## src/rtl/dilithium_field_sequencer.sv

```systemverilog
// Walks the Dilithium operand fields for a keygen/sign/verify request and emits
// one (field, word-index) descriptor per bus word with valid/ready handshaking.
module dilithium_field_sequencer #(
  parameter int SEC_LEVEL    = 2,
  parameter int W            = 32,
  parameter int MSG_SIZE     = 26400,
  parameter int MSG_LEN_SIZE = $clog2(MSG_SIZE),
  parameter int IDX_W        = 11
) (
  input  logic                    clk,
  input  logic                    rst,
  input  logic                    start,
  input  logic [1:0]              mode,
  input  logic [MSG_LEN_SIZE-1:0] msg_len,
  output logic                    out_valid,
  input  logic                    out_ready,
  output logic [3:0]              field_id,
  output logic [IDX_W-1:0]        word_idx,
  output logic                    field_last,
  output logic                    seq_last,
  output logic                    busy,
  output logic                    done,
  output logic                    error
);

  typedef logic [IDX_W:0] cnt_t;
  typedef enum logic [1:0] {S_IDLE, S_RUN, S_DONE, S_ERR} state_t;

  localparam logic [1:0] MODE_SIGN   = 2'b10;
  localparam logic [1:0] MODE_VERIFY = 2'b01;
  localparam logic [1:0] MODE_BAD    = 2'b11;

  localparam logic [3:0] F_MSG_LEN = 4'd0, F_MSG = 4'd1, F_SEED = 4'd2, F_S1 = 4'd3,
                         F_S2 = 4'd4, F_T0 = 4'd5, F_T1 = 4'd6, F_Z = 4'd7, F_H = 4'd8;

  localparam int S1_BITS = (SEC_LEVEL == 2) ? 3072  : (SEC_LEVEL == 3) ? 5120  : 5376;
  localparam int S2_BITS = (SEC_LEVEL == 2) ? 3072  : 6144;
  localparam int T1_BITS = (SEC_LEVEL == 2) ? 10240 : (SEC_LEVEL == 3) ? 15360 : 20480;
  localparam int T0_BITS = (SEC_LEVEL == 2) ? 13312 : (SEC_LEVEL == 3) ? 19968 : 26624;
  localparam int Z_BITS  = (SEC_LEVEL == 2) ? 18432 : (SEC_LEVEL == 3) ? 25600 : 35840;
  localparam int H_BITS  = (SEC_LEVEL == 2) ? 672   : (SEC_LEVEL == 3) ? 488   : 664;

  localparam cnt_t SEED_WORDS = cnt_t'((256 + W - 1) / W);
  localparam cnt_t S1_WORDS   = cnt_t'((S1_BITS + W - 1) / W);
  localparam cnt_t S2_WORDS   = cnt_t'((S2_BITS + W - 1) / W);
  localparam cnt_t T1_WORDS   = cnt_t'((T1_BITS + W - 1) / W);
  localparam cnt_t T0_WORDS   = cnt_t'((T0_BITS + W - 1) / W);
  localparam cnt_t Z_WORDS    = cnt_t'((Z_BITS + W - 1) / W);
  localparam cnt_t H_WORDS    = cnt_t'((H_BITS + W - 1) / W);

  function automatic cnt_t words_of(input logic [3:0] f, input cnt_t mw);
    case (f)
      F_MSG_LEN: words_of = cnt_t'(1);
      F_MSG:     words_of = mw;
      F_SEED:    words_of = SEED_WORDS;
      F_S1:      words_of = S1_WORDS;
      F_S2:      words_of = S2_WORDS;
      F_T0:      words_of = T0_WORDS;
      F_T1:      words_of = T1_WORDS;
      F_Z:       words_of = Z_WORDS;
      F_H:       words_of = H_WORDS;
      default:   words_of = '0;
    endcase
  endfunction

  // Slot -> field map per mode; unused slots fall back to SEED and are never reached.
  function automatic logic [3:0] field_at(input logic [1:0] m, input logic [2:0] s);
    field_at = F_SEED;
    if (m == MODE_SIGN) begin
      case (s)
        3'd0:    field_at = F_MSG_LEN;
        3'd1:    field_at = F_MSG;
        3'd5:    field_at = F_S1;
        3'd6:    field_at = F_S2;
        3'd7:    field_at = F_T0;
        default: field_at = F_SEED;
      endcase
    end else if (m == MODE_VERIFY) begin
      case (s)
        3'd0:    field_at = F_MSG_LEN;
        3'd1:    field_at = F_MSG;
        3'd3:    field_at = F_T1;
        3'd5:    field_at = F_Z;
        3'd6:    field_at = F_H;
        default: field_at = F_SEED;
      endcase
    end
  endfunction

  function automatic logic [2:0] last_slot(input logic [1:0] m);
    last_slot = (m == MODE_SIGN) ? 3'd7 : (m == MODE_VERIFY) ? 3'd6 : 3'd0;
  endfunction

  state_t     state;
  logic [1:0] mode_r;
  cnt_t       msg_words_r, cur_cnt;
  logic [2:0] slot;

  cnt_t       st_mw, st_cnt, adv_cnt;
  logic [3:0] st_field, adv_field;
  logic [2:0] adv_slot;
  logic       bad_req, idx_last;

  // Only MSG can be empty, so skipping at most one slot is enough.
  always_comb begin
    st_mw     = cnt_t'((32'(msg_len) + 32'(W - 1)) / 32'(W));
    st_field  = field_at(mode, 3'd0);
    st_cnt    = words_of(st_field, st_mw);
    adv_slot  = slot + 3'd1;
    if (words_of(field_at(mode_r, adv_slot), msg_words_r) == '0) adv_slot = slot + 3'd2;
    adv_field = field_at(mode_r, adv_slot);
    adv_cnt   = words_of(adv_field, msg_words_r);
    idx_last  = (({1'b0, word_idx} + cnt_t'(2)) == cur_cnt);
    bad_req   = (mode == MODE_BAD) || (32'(msg_len) > 32'(MSG_SIZE));
  end

  always_ff @(posedge clk or posedge rst) begin
    if (rst) begin
      state       <= S_IDLE;
      mode_r      <= '0;
      msg_words_r <= '0;
      cur_cnt     <= '0;
      slot        <= '0;
      out_valid   <= 1'b0;
      field_id    <= '0;
      word_idx    <= '0;
      field_last  <= 1'b0;
      seq_last    <= 1'b0;
      busy        <= 1'b0;
      done        <= 1'b0;
      error       <= 1'b0;
    end else begin
      done  <= 1'b0;
      error <= 1'b0;
      case (state)
        S_IDLE: if (start) begin
          if (bad_req) begin
            state <= S_ERR;
            error <= 1'b1;
          end else begin
            state       <= S_RUN;
            busy        <= 1'b1;
            out_valid   <= 1'b1;
            mode_r      <= mode;
            msg_words_r <= st_mw;
            slot        <= '0;
            field_id    <= st_field;
            cur_cnt     <= st_cnt;
            word_idx    <= '0;
            field_last  <= (st_cnt == cnt_t'(1));
            seq_last    <= (st_cnt == cnt_t'(1)) && (last_slot(mode) == 3'd0);
          end
        end
        S_RUN: if (out_valid && out_ready) begin
          if (seq_last) begin
            state      <= S_DONE;
            out_valid  <= 1'b0;
            busy       <= 1'b0;
            done       <= 1'b1;
            field_id   <= '0;
            word_idx   <= '0;
            field_last <= 1'b0;
            seq_last   <= 1'b0;
          end else if (field_last) begin
            slot       <= adv_slot;
            field_id   <= adv_field;
            cur_cnt    <= adv_cnt;
            word_idx   <= '0;
            field_last <= (adv_cnt == cnt_t'(1));
            seq_last   <= (adv_cnt == cnt_t'(1)) && (adv_slot == last_slot(mode_r));
          end else begin
            word_idx   <= word_idx + IDX_W'(1);
            field_last <= idx_last;
            seq_last   <= idx_last && (slot == last_slot(mode_r));
          end
        end
        S_DONE:  state <= S_IDLE;
        S_ERR:   state <= S_IDLE;
        default: state <= S_IDLE;
      endcase
    end
  end

endmodule

```

## config.mk

```make
export PLATFORM = sky130hd
export DESIGN_NAME = dilithium_field_sequencer
export DESIGN_NICKNAME = d
export VERILOG_FILES = /design/src/rtl/dilithium_field_sequencer.sv
export SDC_FILE = /design/constraint.sdc
export NUM_CORES = 1
export LEC_CHECK = 0
export CORE_MARGIN = 2
export CORE_UTILIZATION = 50
export DETAILED_ROUTE_END_ITERATION = 10
export PLACE_DENSITY = 0.79
export SYNTH_ARGS = -nofsm -noshare
export SYNTH_HDL_FRONTEND = slang
export SYNTH_SLANG_ARGS = --single-unit
```

## constraint.sdc

```tcl
create_clock -name clk -period 7.55 [get_ports clk]
set_input_delay 0.755 -clock clk [delete_from_list [all_inputs] [get_ports clk]]
set_output_delay 0.755 -clock clk [all_outputs]
set_load 0.03 [all_outputs]
```

Word-level counts from Yosys, hierarchy flattened:

Index checks and enable logic that the tools add are counted.

* flip-flop bits (word level): 51
* bits in latches: 0
* memory bits (writable): 0
* memory bits (read-only): 0
* input port bits: 21
* output and inout bits: 21
* word-level logic and storage cells: 167
* memories: 0

* add/sub/neg operators: 5
* multiply operators: 0
* divide/modulo/power cells: 0
* $lt $le $gt $ge: 1
* equality and inequality tests: 54
* shifts and indexed selects: 0
* muxes and demuxes: 70
* bitwise operators: 1
* reduce and logical (&&, ||, !) cells: 24

Operator list (count)
* $pmux W12 S8: 2
* $pmux W11 S8: 1
* $mux W12: 5
* $mux W11: 5
* $eq A4 B3 Y1 const B: 12
* $pmux W4 S5: 2
* $mux W4: 9
* $mux W3: 10
* $pmux W3 S5: 2
* $eq A12 B1 Y1 const B: 2
* $eq A4 B2 Y1 const B: 6
* $pmux W12 S2: 1
* $pmux W11 S2: 1
* $mux W1: 20
* $eq A3 B3 Y1 const B: 6
* $add A15 B5 Y16 const B: 1
* $gt A15 B15 Y1 const B: 1
* $add A11 B2 Y12 const B: 1
* $eq A12 B12 Y1: 1
* $eq A4 B1 Y1 const B: 3
* $eq A4 B4 Y1 const B: 3
* $logic_not A12 Y1: 1
* $logic_not A4 Y1: 3
* $mux W2: 6
* 25 further kinds: 51

Logic depth before layout (Yosys ltp):

Gate-level depths: netlist (run 1).

* depth in word-level cells: 23
* mapped depth: 12
* depth with buffers taken out: 11

Least setup slack after synthesis (run 1):

Ideal clock, no wire load.

* path kind: flip-flop to flip-flop
* start: register slot[0]
* end: register seq_last
* library setup time: 0.095 ns
* arrival time: 3.439 ns
* required time: 7.455 ns
* path slack: 4.015 ns
* cell stages (with the launch flop): 13
* path buffers: 1
* clock period less this slack: 3.535 ns
* cells stage by stage: dfrtp_1 > buf_1 > inv_1 > ha_1 > o21ba_2 > mux2_4 > o32a_2 > o21a_1 > or4_4 > o31a_2 > a211oi_2 > o221ai_1 > o31ai_1

* word-level cells in the longest chain between the ends: 23
* elaborated cells on any way between the ends: 55
* classes of those cells: 2 x add/sub; 29 x eq/ne; 15 x mux; 9 x reduce/logical

RTL lines
* from (decl): RTL line 97 `logic [2:0] slot;`
* from (signal assigned): RTL line 165 `slot <= adv_slot;`
* $add A3 B1 Y3: RTL line 109 `adv_slot = slot + 3'd1;`
* $eq A3 B3 Y1 (tied with other cells): RTL line 70, 79
* $pmux W4 S5: RTL line 79 `case (s)`
* $mux W4: RTL line 78 `end else if (m == MODE_VERIFY) begin`
* $mux W4: RTL line 69 `if (m == MODE_SIGN) begin`
* $eq A4 B3 Y1 or $eq A4 B2 Y1 (tied branches): RTL line 52 `case (f)`
* $reduce_or A2 Y1 (no line)
* $pmux W12 S8: RTL line 52
* (+7 left out)
* $reduce_or A2 Y1 (no line)
* $pmux W12 S8: RTL line 52
* $eq A12 B1 Y1: RTL line 170 `seq_last <= (adv_cnt == cnt_t'(1)) && (adv_slot == last_slot(mode_r));`
* $logic_and A1 B1 Y1: RTL line 170
* $mux W1 (*): RTL line 164 `end else if (field_last) begin`
* $mux W1 (*): RTL line 155 `if (seq_last) begin`
* $mux W1 (*): RTL line 154 `S_RUN: if (out_valid && out_ready) begin`
* $pmux W1 S2 (*): RTL line 135 `case (state)`
* to (signal assigned): RTL line 151 `seq_last <= (st_cnt == cnt_t'(1)) && (last_slot(mode) == 3'd0);`
* to (signal assigned): RTL line 170
* to (signal assigned): RTL line 174 `seq_last <= idx_last && (slot == last_slot(mode_r));`
* to (decl): RTL line 20 `output logic seq_last,`

Every way passes the cells marked *; elsewhere a longest branch is shown, timed or not. The select of a mux whose other input is x is not followed.
A chain may end at the register's enable or synchronous reset.

Final worst setup path (run 1):

Ends and elaborated chain as after synthesis.

==> flow_metrics.env, run 1 <==
export IMPL_yosysWarnings=0
export IMPL_cts_tree="yes"
export IMPL_synth_cell_area_um2=3460
export IMPL_startpoint_type="flip-flop"
export IMPL_yosys_area_top_type_share=0.354
export IMPL_drv_cap=0
export IMPL_regArea_um2=1230
export IMPL_rsz0062_at_grt="no"
export IMPL_synthTopCellsByCount="dfrtp_1 (49), nand2_1 (43), o21ai_0 (42), nor2_1 (30), a21oi_1 (25)"
export IMPL_viasPerCell=6.15
export IMPL_grt_pass1_vias=3046
export IMPL_clkLatencyLatePin_ns=0.30
export IMPL_powerDensity_nw_per_um2=403
export IMPL_postCtsSetupRepairBufs=0
export IMPL_internal_power_mw=0.846
export IMPL_place_congestion=0.980
export IMPL_clock_skew_ns=0.0116
export IMPL_clkSinkCount=49
export IMPL_synth_top_area_cell="dfrtp_1"
export IMPL_vias=3224
export IMPL_timing_fmax_mhz=255
export IMPL_grt_ovfl_total=0
export IMPL_critical_path_required_ns=7.75
export IMPL_synth_nets=441
export IMPL_combPwrFrac=0.572
export IMPL_routed_wl_um=8530
export IMPL_outcome="finished, final reports clean"
export IMPL_nNetsFinal=475
export IMPL_drc_errors=0
export IMPL_power_leakage_nw=1.62
export IMPL_num_rows=30
export IMPL_vdd_drop_max_v=0.000193
export IMPL_synth_area_leaders="dfrtp_1 (35%), o21ai_0 (6.1%), nand2_1 (4.7%)"
export IMPL_dp_hpwl_um=6440
export IMPL_setup_viol=0
export IMPL_grt_start_max_net_pins=50
export IMPL_num_antenna_cells=0
export IMPL_clockBufferDepth=2
export IMPL_area_growth_pct=16.9
export IMPL_cp_end_kind="flip-flop"
export IMPL_holdWs_ns=0.501
export IMPL_fp_dieArea_um2=7600
export IMPL_cts_buffers_inserted=5
export IMPL_ys_ff_latch=49
export IMPL_path_clk_slew_ns=0.10
export IMPL_fillCellCount=606
export IMPL_worst_pin_slew_ns=1.23
export IMPL_fin_crit_ns=3.92
export IMPL_h_tree_depth=2
export IMPL_worstSetupStartpoint="slot[0]"
export IMPL_pin_count=42
export IMPL_die_y_um=87.2
export IMPL_cts_hold_buf=0
export IMPL_dr_pass1_iters=5
export IMPL_groute_usage_overall=0.233
export IMPL_period_share=0.519
export IMPL_setup_ws_ns=3.63
export IMPL_fin_total_pwr_mw=1.63
export IMPL_synth_cell_types=67
export IMPL_dieWidth_um=87.2
export IMPL_path_max_fanout=16
export IMPL_hold_path_startpoint="field_id[1]"
export IMPL_drt_iter0_drc=174
export IMPL_clk_root_buffer_cell="clkbuf_8"
export IMPL_antenna_found_initial=0
export IMPL_reg2reg_from="slot[0]"
export IMPL_fin_tns_setup_ns=0
export IMPL_hold_path_class="flip-flop to flip-flop"
export IMPL_drive_above_1_share=0.0631
export IMPL_grt_pass1_wl_um=14200
export IMPL_arrival_ns=4.12
export IMPL_finalHoldViolations=0
export IMPL_slew_violations=0
export IMPL_max_slew_margin_rel=0.177
export IMPL_multiInputGateArea_um2=2110
export IMPL_wl_per_cell_um=16.3
export IMPL_clkPwrFrac=0.140
export IMPL_post_cts_resized=0
export IMPL_ant_nets=0
export IMPL_design_core_area_um2=6760
export IMPL_worstSetupPathType="flip-flop to flip-flop"
export IMPL_p_switching_mw=0.783
export IMPL_p_seq_frac=0.289
export IMPL_netSwitchingFraction=0.481
export IMPL_yosysSeqAreaShare=0.354
export IMPL_pre_cts_slack_ns=3.49
export IMPL_syn_avg_cell_area_um2=8.46
export IMPL_place_inst=516
export IMPL_async_flop_share=1.00
export IMPL_syn_inst=409
export IMPL_final_cells=524
export IMPL_start_util=0.512
export IMPL_synth_enable_flop_cells=0
export IMPL_synthMostInstantiatedCell="dfrtp_1"
export IMPL_synth_ff_type="dfrtp_1"
export IMPL_portBuffers=41
-- layer usage --
layer	track usage	vias to the layer above	routed length, um
met2	0.403	130	4160
met5	0	-	0
met3	0.0275	11	471
met1	0.314	1515	3810
li1	-	1568	-
met4	0.0545	0	92
-- registers in the layout (all words and copies together), names as in the netlist --
| signal | count |
|---|---|
| done | 1 |
| error | 1 |
| busy | 1 |
| msg_words_r | 11 |
| cur_cnt | 11 |
| state | 2 |
| slot | 3 |
| word_idx | 11 |
| seq_last | 1 |
| field_id | 4 |
| mode_r | 2 |
| field_last | 1 |
-- cells by family (layout without fill, tap and decap cells) --
family,after synthesis,after routing,synth area share
simple gates,158,158,0.233
compound gates,129,129,0.250
flops,49,49,0.354
buf+inv,30,65,0.0369
xor+xnor,28,28,0.0730
fa+ha+maj,11,11,0.0398
mux,4,4,0.0130
-- per-stage QoR --
step | util | area, um^2
after floorplan | - | 3460
after global placement | 0.578 | 3910
after detailed placement | 0.578 | 3910
after CTS | 0.599 | 4050
after global routing | 0.599 | 4050
final | 0.599 | 4050
-- final cells by class --
class,instances,share of cell area
Multi-Input combinational cell,330,0.521
Sequential cell,49,0.303
Clock buffer,5,0.0170
Timing Repair Buffer,42,0.103
Inverter,15,0.0139
Tap cell,80,0.0247
Clock inverter,3,0.0170
-- cell usage in the layout (no fill, tap or decap), types with 3 or more instances in the layout --
cell             Yosys  final
a22o_1               5      5
nor3_1              12     12
clkdlybuf4s50_1      0     41
nand3_1             15     15
nand2b_1             7      7
a31oi_1              6      6
clkbuf_8             0      5
xor2_1              11     11
mux2i_1              3      3
and2_1               6      6
dfrtp_1             49     49
a211oi_1             4      4
nor4_1               4      4
inv_1               15     14
o21ai_0             42     42
a21oi_1             25     25
nand4_1             14     14
ha_1                11     11
and3_1               4      4
xnor2_1             16     16
o31ai_1              7      7
a21o_1               6      6
nand2_1             43     43
nor2b_1              7      7
nor2_1              30     30
-- worst paths after layout --
check | slack, ns | depth (start not counted) | to
setup / recovery | 3.63 | 11 | seq_last
hold / removal | 0.50 | 2 | field_id[1]
setup reg to reg | 3.63 | 11 | seq_last
hold reg to reg | 0.50 | 2 | field_id[1]
max in group asynchronous | 5.91 | 2 | seq_last
min in group asynchronous | 1.01 | 2 | msg_words_r[1]
-- power by group through the flow --
stage / clock (mW) / sequential [mW] / combinational, mW
final: 0.227 / 0.471 / 0.931
after global routing: 0.239 / 0.485 / 1.03
after CTS: 0.229 / 0.468 / 0.921
after detailed placement: 0 / 0.473 / 0.915
after global placement: 0 / 0.469 / 0.907
after floorplan: 0 / 0.461 / 0.695
-- critical path: stages, from the launching register on --
cell and delay (ns):
dfrtp_1 0.69, inv_1 0.24, ha_1 0.43, o21ba_2 0.24, mux2_4 0.27, o32a_2 0.22, o21a_1 0.24, o211ai_2 0.39
nand4_1 0.36, a211oi_2 0.28, o221ai_1 0.18, o31ai_1 0.27
No activity file was read; power rests on OpenSTA's default activity.
==> run 2: changes to the inputs <==
--- a/config.mk
+++ b/config.mk
@@ -8,7 +8,7 @@
 export CORE_MARGIN = 2
 export CORE_UTILIZATION = 50
 export DETAILED_ROUTE_END_ITERATION = 10
-export PLACE_DENSITY = 0.79
+export PLACE_DENSITY = 0.82
 export SYNTH_ARGS = -nofsm -noshare
 export SYNTH_HDL_FRONTEND = slang
 export SYNTH_SLANG_ARGS = --single-unit
==> constraint.sdc (replaced) <==
create_clock -name clk -period 3.35 [get_ports clk]
set_input_delay 0.335 -clock clk [delete_from_list [all_inputs] [get_ports clk]]
set_output_delay 0.335 -clock clk [all_outputs]
set_load 0.03 [all_outputs]
==> run 2 against run 1 <==
Clock skew down 0.0056 ns. Utilization up 3.3 points. Hold slack better by 0.011 ns. Combinational power rose to 2.7 times the previous value. Wire length up 4.6%. Flip-flop and latch count unchanged. Cell count up 4.6%. Sequential power up 120%. Power up 140%. Critical path depth unchanged. Critical endpoint is now field_last. Highest routed layer unchanged.
==> flow_metrics.env, run 2 (synthesis gave the netlist of run 1 again) <==
export IMPL_worstSetupStartpoint="slot[1]"
export IMPL_dp_hpwl_um=6940
export IMPL_drive_above_1_share=0.141
export IMPL_arrival_ns=3.45
export IMPL_vdd_drop_max_v=0.000474
export IMPL_nNetsFinal=499
export IMPL_vias=3335
export IMPL_drt_iter0_drc=314
export IMPL_dr_pass1_iters=4
export IMPL_pre_cts_slack_ns=-0.0409
export IMPL_die_y_um=87.2
export IMPL_r2r_end="field_last"
export IMPL_r2r_slack_ns=0.12
export IMPL_period_share=0.966
export IMPL_start_util=0.512
export IMPL_worstSetupPathType="flip-flop to flip-flop"
export IMPL_cp_end_kind="flip-flop"
export IMPL_h_tree_depth=2
export IMPL_grt_ovfl_total=0
export IMPL_max_stage_delay_ns=0.55
export IMPL_power_leakage_nw=1.72
export IMPL_clk_root_buffer_cell="clkbuf_8"
export IMPL_cts_hold_buf=0
export IMPL_portBuffers=41
export IMPL_grt_start_max_net_pins=50
export IMPL_place_congestion=0.968
export IMPL_ant_nets=0
export IMPL_clkSinkCount=49
export IMPL_layout_commonest_cell="dfrtp_1"
export IMPL_hold_depth=2
export IMPL_setup_ws_ns=0.115
export IMPL_critical_path_required_ns=3.56
export IMPL_max_slew_margin_rel=0.219
export IMPL_hold_path_startpoint="cur_cnt[9]"
export IMPL_outcome="finished, final reports clean"
export IMPL_worst_pin_slew_ns=1.17
export IMPL_powerDensity_nw_per_um2=921
export IMPL_antenna_found_initial=0
export IMPL_path_max_fanout=8
export IMPL_r2r_cells=11
export IMPL_wl_per_cell_um=16.3
export IMPL_num_rows=30
export IMPL_startpoint_type="flip-flop"
export IMPL_cts_tree="yes"
export IMPL_fp_dieArea_um2=7600
export IMPL_groute_usage_overall=0.248
export IMPL_num_antenna_cells=0
export IMPL_drc_errors=0
export IMPL_reg_top3="cur_cnt (11), msg_words_r (11), word_idx (11)"
export IMPL_drv_cap=0
export IMPL_path_cells="buf_4, ha_1, mux2i_1, nor2_1, o32a_4, o21a_2, or4_4, o31a_2, a31oi_2, o221ai_2, o31ai_1"
export IMPL_finalHoldViolations=0
export IMPL_dieWidth_um=87.2
export IMPL_fillCellCount=566
export IMPL_min_to="cur_cnt[9]"
export IMPL_hold_path_class="flip-flop to flip-flop"
export IMPL_grt_pass1_vias=3190
export IMPL_clock_skew_ns=0.00608
export IMPL_fin_tns_setup_ns=0
export IMPL_cp_slowest_cell="or4_4"
export IMPL_clkLatencyLatePin_ns=0.30
export IMPL_routed_wl_um=8920
export IMPL_cts_buffers_inserted=5
export IMPL_clockBufferDepth=2
export IMPL_grt_pass1_wl_um=15100
export IMPL_setup_viol=0
export IMPL_fin_crit_ns=3.23
export IMPL_timing_fmax_mhz=309
export IMPL_viasPerCell=6.09
export IMPL_path_clk_slew_ns=0.09
export IMPL_pin_count=42
export IMPL_reg2reg_from="slot[1]"
export IMPL_area_growth_pct=23.3
export IMPL_mostFrequentLayoutCells="dfrtp_1 (48), nand2_1 (43), o21ai_0 (41), clkdlybuf4s50_1 (41), nor2_1 (30)"
export IMPL_design_core_area_um2=6760
export IMPL_slew_violations=0
-- run 2: cell count changes in the layout (fill, tap and decap cells not counted), sizes merged --
cell	delta
clkbuf	+1
buf	+24
bufinv	-2
clkinv	+1
-- run 2: layout make-up --
cell class                      count  area (um^2)  share of cell area
Inverter                           15         56.3              0.0132
Sequential cell                    49         1230               0.288
Tap cell                           80          100              0.0235
Clock buffer                        6         72.6              0.0170
Timing Repair Buffer               66          598               0.140
Multi-Input combinational cell    330         2200               0.515
Clock inverter                      2         13.8             0.00322
-- run 2: what timing repair did --
item                       4_1_cts  5_1_grt
pin swaps                        0        3
cloned                           0        0
setup endpoints to repair        2       11
buffers inserted                 0        2
gates resized for setup          1       17
-- run 2: power by group --
part | total [mW] | internal, mW | switching, mW | leakage [nW]
logic | 2.55 | 1.09 | 1.47 | 1.05
clock network | 0.350 | 0.149 | 0.201 | 0.0456
registers | 1.03 | 0.788 | 0.239 | 0.629
-- run 2: routing by layer --
layer	global-route usage	routed length, um	up-vias	part of all wire
met2	0.428	4450	102	0.50
met1	0.338	3970	1609	0.44
met5	0	0	-	0
met4	0.0434	72	0	0.0081
li1	-	-	1616	-
met3	0.0332	436	8	0.049
-- run 2: metrics by stage --
stage | cell area [um^2] | instances | hold WS, ns | util | power (mW)
final | 4270 | 548 | 0.512 | 0.632 | 3.93
after global routing | 4270 | 548 | 0.551 | 0.632 | 4.26
after CTS | 4180 | 546 | 0.520 | 0.618 | 3.75
after detailed placement | 4090 | 538 | 0.499 | 0.605 | 3.38
after global placement | 4090 | 538 | 0.470 | 0.605 | 3.32
after floorplan | 3480 | 409 | 0.452 | - | 2.63
-- run 2: how the worst max path moves through the flow --
| stage | slack, ns | end | cells after the start |
|---|---|---|---|
| 5_1_grt | -0.06 | seq_last | 13 |
| 3_3_place_gp | 0.07 | field_last | 11 |
| 3_5_place_dp | -0.04 | seq_last | 11 |
| 4_1_cts | 0.04 | seq_last | 11 |
| 2_1_floorplan | 0.05 | seq_last | 12 |
| 6_report | 0.12 | field_last | 11 |
-- run 2: worst max-delay path, delay by kind of cell (launching register included) --
family / cells / cell delay, ns
AO/OA/AOI/OAI: 6 / 1.48
adder cells (fa/ha/maj): 1 / 0.22
buffers and inverters: 1 / 0.18
flip-flops: 1 / 0.44
multiplexers: 1 / 0.15
AND/OR/NAND/NOR: 2 / 0.66
==> run 3: changes to the inputs <==
--- a/config.mk
+++ b/config.mk
@@ -5,10 +5,12 @@
 export SDC_FILE = /design/constraint.sdc
 export NUM_CORES = 1
 export LEC_CHECK = 0
+export ABC_CLOCK_PERIOD_IN_PS = 3350
+export CAP_MARGIN = 10
 export CORE_MARGIN = 2
-export CORE_UTILIZATION = 50
+export CORE_UTILIZATION = 40
 export DETAILED_ROUTE_END_ITERATION = 10
-export PLACE_DENSITY = 0.82
+export PLACE_DENSITY = 0.69
 export SYNTH_ARGS = -nofsm -noshare
 export SYNTH_HDL_FRONTEND = slang
 export SYNTH_SLANG_ARGS = --single-unit
==> run 3 against run 2 <==
Wire length increased by 1.4%. Setup slack gained 0.023 ns. First-iteration DRC count fell by 19%. Register-to-register slack better by 0.02 ns.
==> flow_metrics.env, run 3 (synthesis gave the netlist of run 1 again) <==
export IMPL_outcome="finished, final reports clean"
export IMPL_fillCellCount=746
export IMPL_reg_top3="cur_cnt (11), msg_words_r (11), word_idx (11)"
export IMPL_startpoint_type="flip-flop"
export IMPL_drv_cap=0
export IMPL_drt_iter0_drc=253
export IMPL_cp_slowest_cell="o32ai_4"
export IMPL_routed_wl_um=9050
export IMPL_timing_fmax_mhz=311
export IMPL_ant_nets=0
export IMPL_place_area_um2=4090
export IMPL_crit_family="compound AO/OA/AOI/OAI gates"
export IMPL_cts_tree="yes"
export IMPL_p_seq_frac=0.265
export IMPL_worstSetupPathType="flip-flop to flip-flop"
export IMPL_drive_above_1_share=0.144
export IMPL_powerDensity_nw_per_um2=910
export IMPL_regArea_um2=1230
export IMPL_critical_path_required_ns=3.58
export IMPL_vias=3329
export IMPL_pin_count=42
export IMPL_combPwrFrac=0.639
export IMPL_netSwitchingFraction=0.486
export IMPL_place_congestion=0.921
export IMPL_path_cells="inv_1, ha_1, nand2b_2, a31o_4, o32ai_4, nand3_2, buf_4, a211o_1, nand4_1, buf_4, a21o_1, nand4_1, o31ai_2"
export IMPL_start_util=0.417
export IMPL_r2r_slack_ns=0.14
export IMPL_setup_viol=0
export IMPL_hold_path_class="flip-flop to flip-flop"
export IMPL_clkPwrFrac=0.096
export IMPL_groute_usage_overall=0.187
export IMPL_power_leakage_nw=1.72
export IMPL_design_core_area_um2=8300
export IMPL_antenna_found_initial=0
export IMPL_dieWidth_um=97.0
export IMPL_area_growth_pct=24.5
export IMPL_cp_end_kind="flip-flop"
export IMPL_grt_ovfl_total=0
export IMPL_grt_start_max_net_pins=50
export IMPL_fp_dieArea_um2=9410
export IMPL_wl_per_cell_um=15.9
export IMPL_critPathBufInv=3
export IMPL_clk_root_buffer_cell="clkbuf_8"
export IMPL_clockBufferDepth=2
export IMPL_grt_pass1_vias=3139
export IMPL_finalHoldViolations=0
export IMPL_fin_tns_setup_ns=0
export IMPL_dp_hpwl_um=6730
export IMPL_slew_violations=0
export IMPL_cts_hold_buf=0
export IMPL_layout_commonest_cell="dfrtp_1"
export IMPL_drc_errors=0
export IMPL_max_stage_delay_ns=0.43
export IMPL_final_util=0.519
export IMPL_viasPerCell=5.84
export IMPL_mostFrequentLayoutCells="dfrtp_1 (48), nand2_1 (43), o21ai_0 (41), clkdlybuf4s50_1 (41), nor2_1 (30)"
export IMPL_h_tree_depth=2
export IMPL_cts_buffers_inserted=5
export IMPL_p_switching_mw=1.91
export IMPL_clock_skew_ns=0.0107
export IMPL_clkSinkCount=49
export IMPL_grt_pass1_wl_um=14900
export IMPL_die_y_um=97.0
export IMPL_period_share=0.959
export IMPL_arrival_ns=3.44
export IMPL_vdd_drop_max_v=0.000304
export IMPL_worst_pin_slew_ns=1.15
export IMPL_fin_total_pwr_mw=3.92
export IMPL_max_slew_margin_rel=0.234
export IMPL_final_design_area_no_fill_um2=4310
export IMPL_path_max_fanout=8
export IMPL_num_antenna_cells=0
export IMPL_clkLatencyLatePin_ns=0.31
export IMPL_multiInputGateArea_um2=2220
export IMPL_internal_power_mw=2.01
export IMPL_portBuffers=41
export IMPL_holdWs_ns=0.497
export IMPL_num_rows=33
export IMPL_fin_crit_ns=3.21
export IMPL_path_clk_slew_ns=0.10
export IMPL_nNetsFinal=496
export IMPL_dr_pass1_iters=5
-- run 3: timing repair --
action,4_1_cts,5_1_grt
setup endpoints to repair,2,6
resized for setup,2,20
setup buffers,0,3
pin swaps,0,7
-- run 3: power by group through the flow --
stage                     Sequential, mW  Clock (mW)  Combinational, mW
final                               1.04       0.375               2.50
after global routing                1.08       0.405               2.73
after detailed placement            1.03           0               2.27
after global placement              1.03           0               2.25
after floorplan                     1.04           0               1.59
after CTS                           1.02       0.384               2.31
-- run 3: layout make-up --
cell class                 count  area share
timing repair buffer          63       0.134
multi-input combinational    330       0.515
inverter                      15      0.0131
clock inverter                 2     0.00319
tap                          105      0.0305
sequential                    49       0.285
clock buffer                   6      0.0192
-- run 3: final timing paths --
kind,from,end,cells past startpoint
max,mode_r[0],seq_last,13
min,field_id[1],field_id[1],2
max reg2reg,mode_r[0],seq_last,13
min reg2reg,field_id[1],field_id[1],2
max in group asynchronous,rst,slot[1],2
min in group asynchronous,rst,msg_words_r[1],2
-- run 3: worst register-to-register path: cells and delay by family, from the launching register on --
| kind | cells | cell delay [ns] |
|---|---|---|
| flops | 1 | 0.36 |
| fa+ha+maj | 1 | 0.20 |
| compound gates | 5 | 1.38 |
| buf+inv | 3 | 0.42 |
| simple gates | 4 | 0.78 |
-- run 3: through the flow --
stage | worst slack (ns) | std cells
floorplan | 0.0497 | 409
global placement | 0.00948 | 559
detailed placement | -0.000795 | 559
CTS | 0.0133 | 567
global route | -0.0162 | 570
finish | 0.139 | 570
-- run 3: per-layer routing --
metal | vias up | share of wire | global-route usage
met5 | - | 0 | 0
met4 | 0 | 0.018 | 0.0585
met3 | 16 | 0.051 | 0.0303
met2 | 116 | 0.48 | 0.299
met1 | 1598 | 0.45 | 0.260
li1 | 1599 | - | -
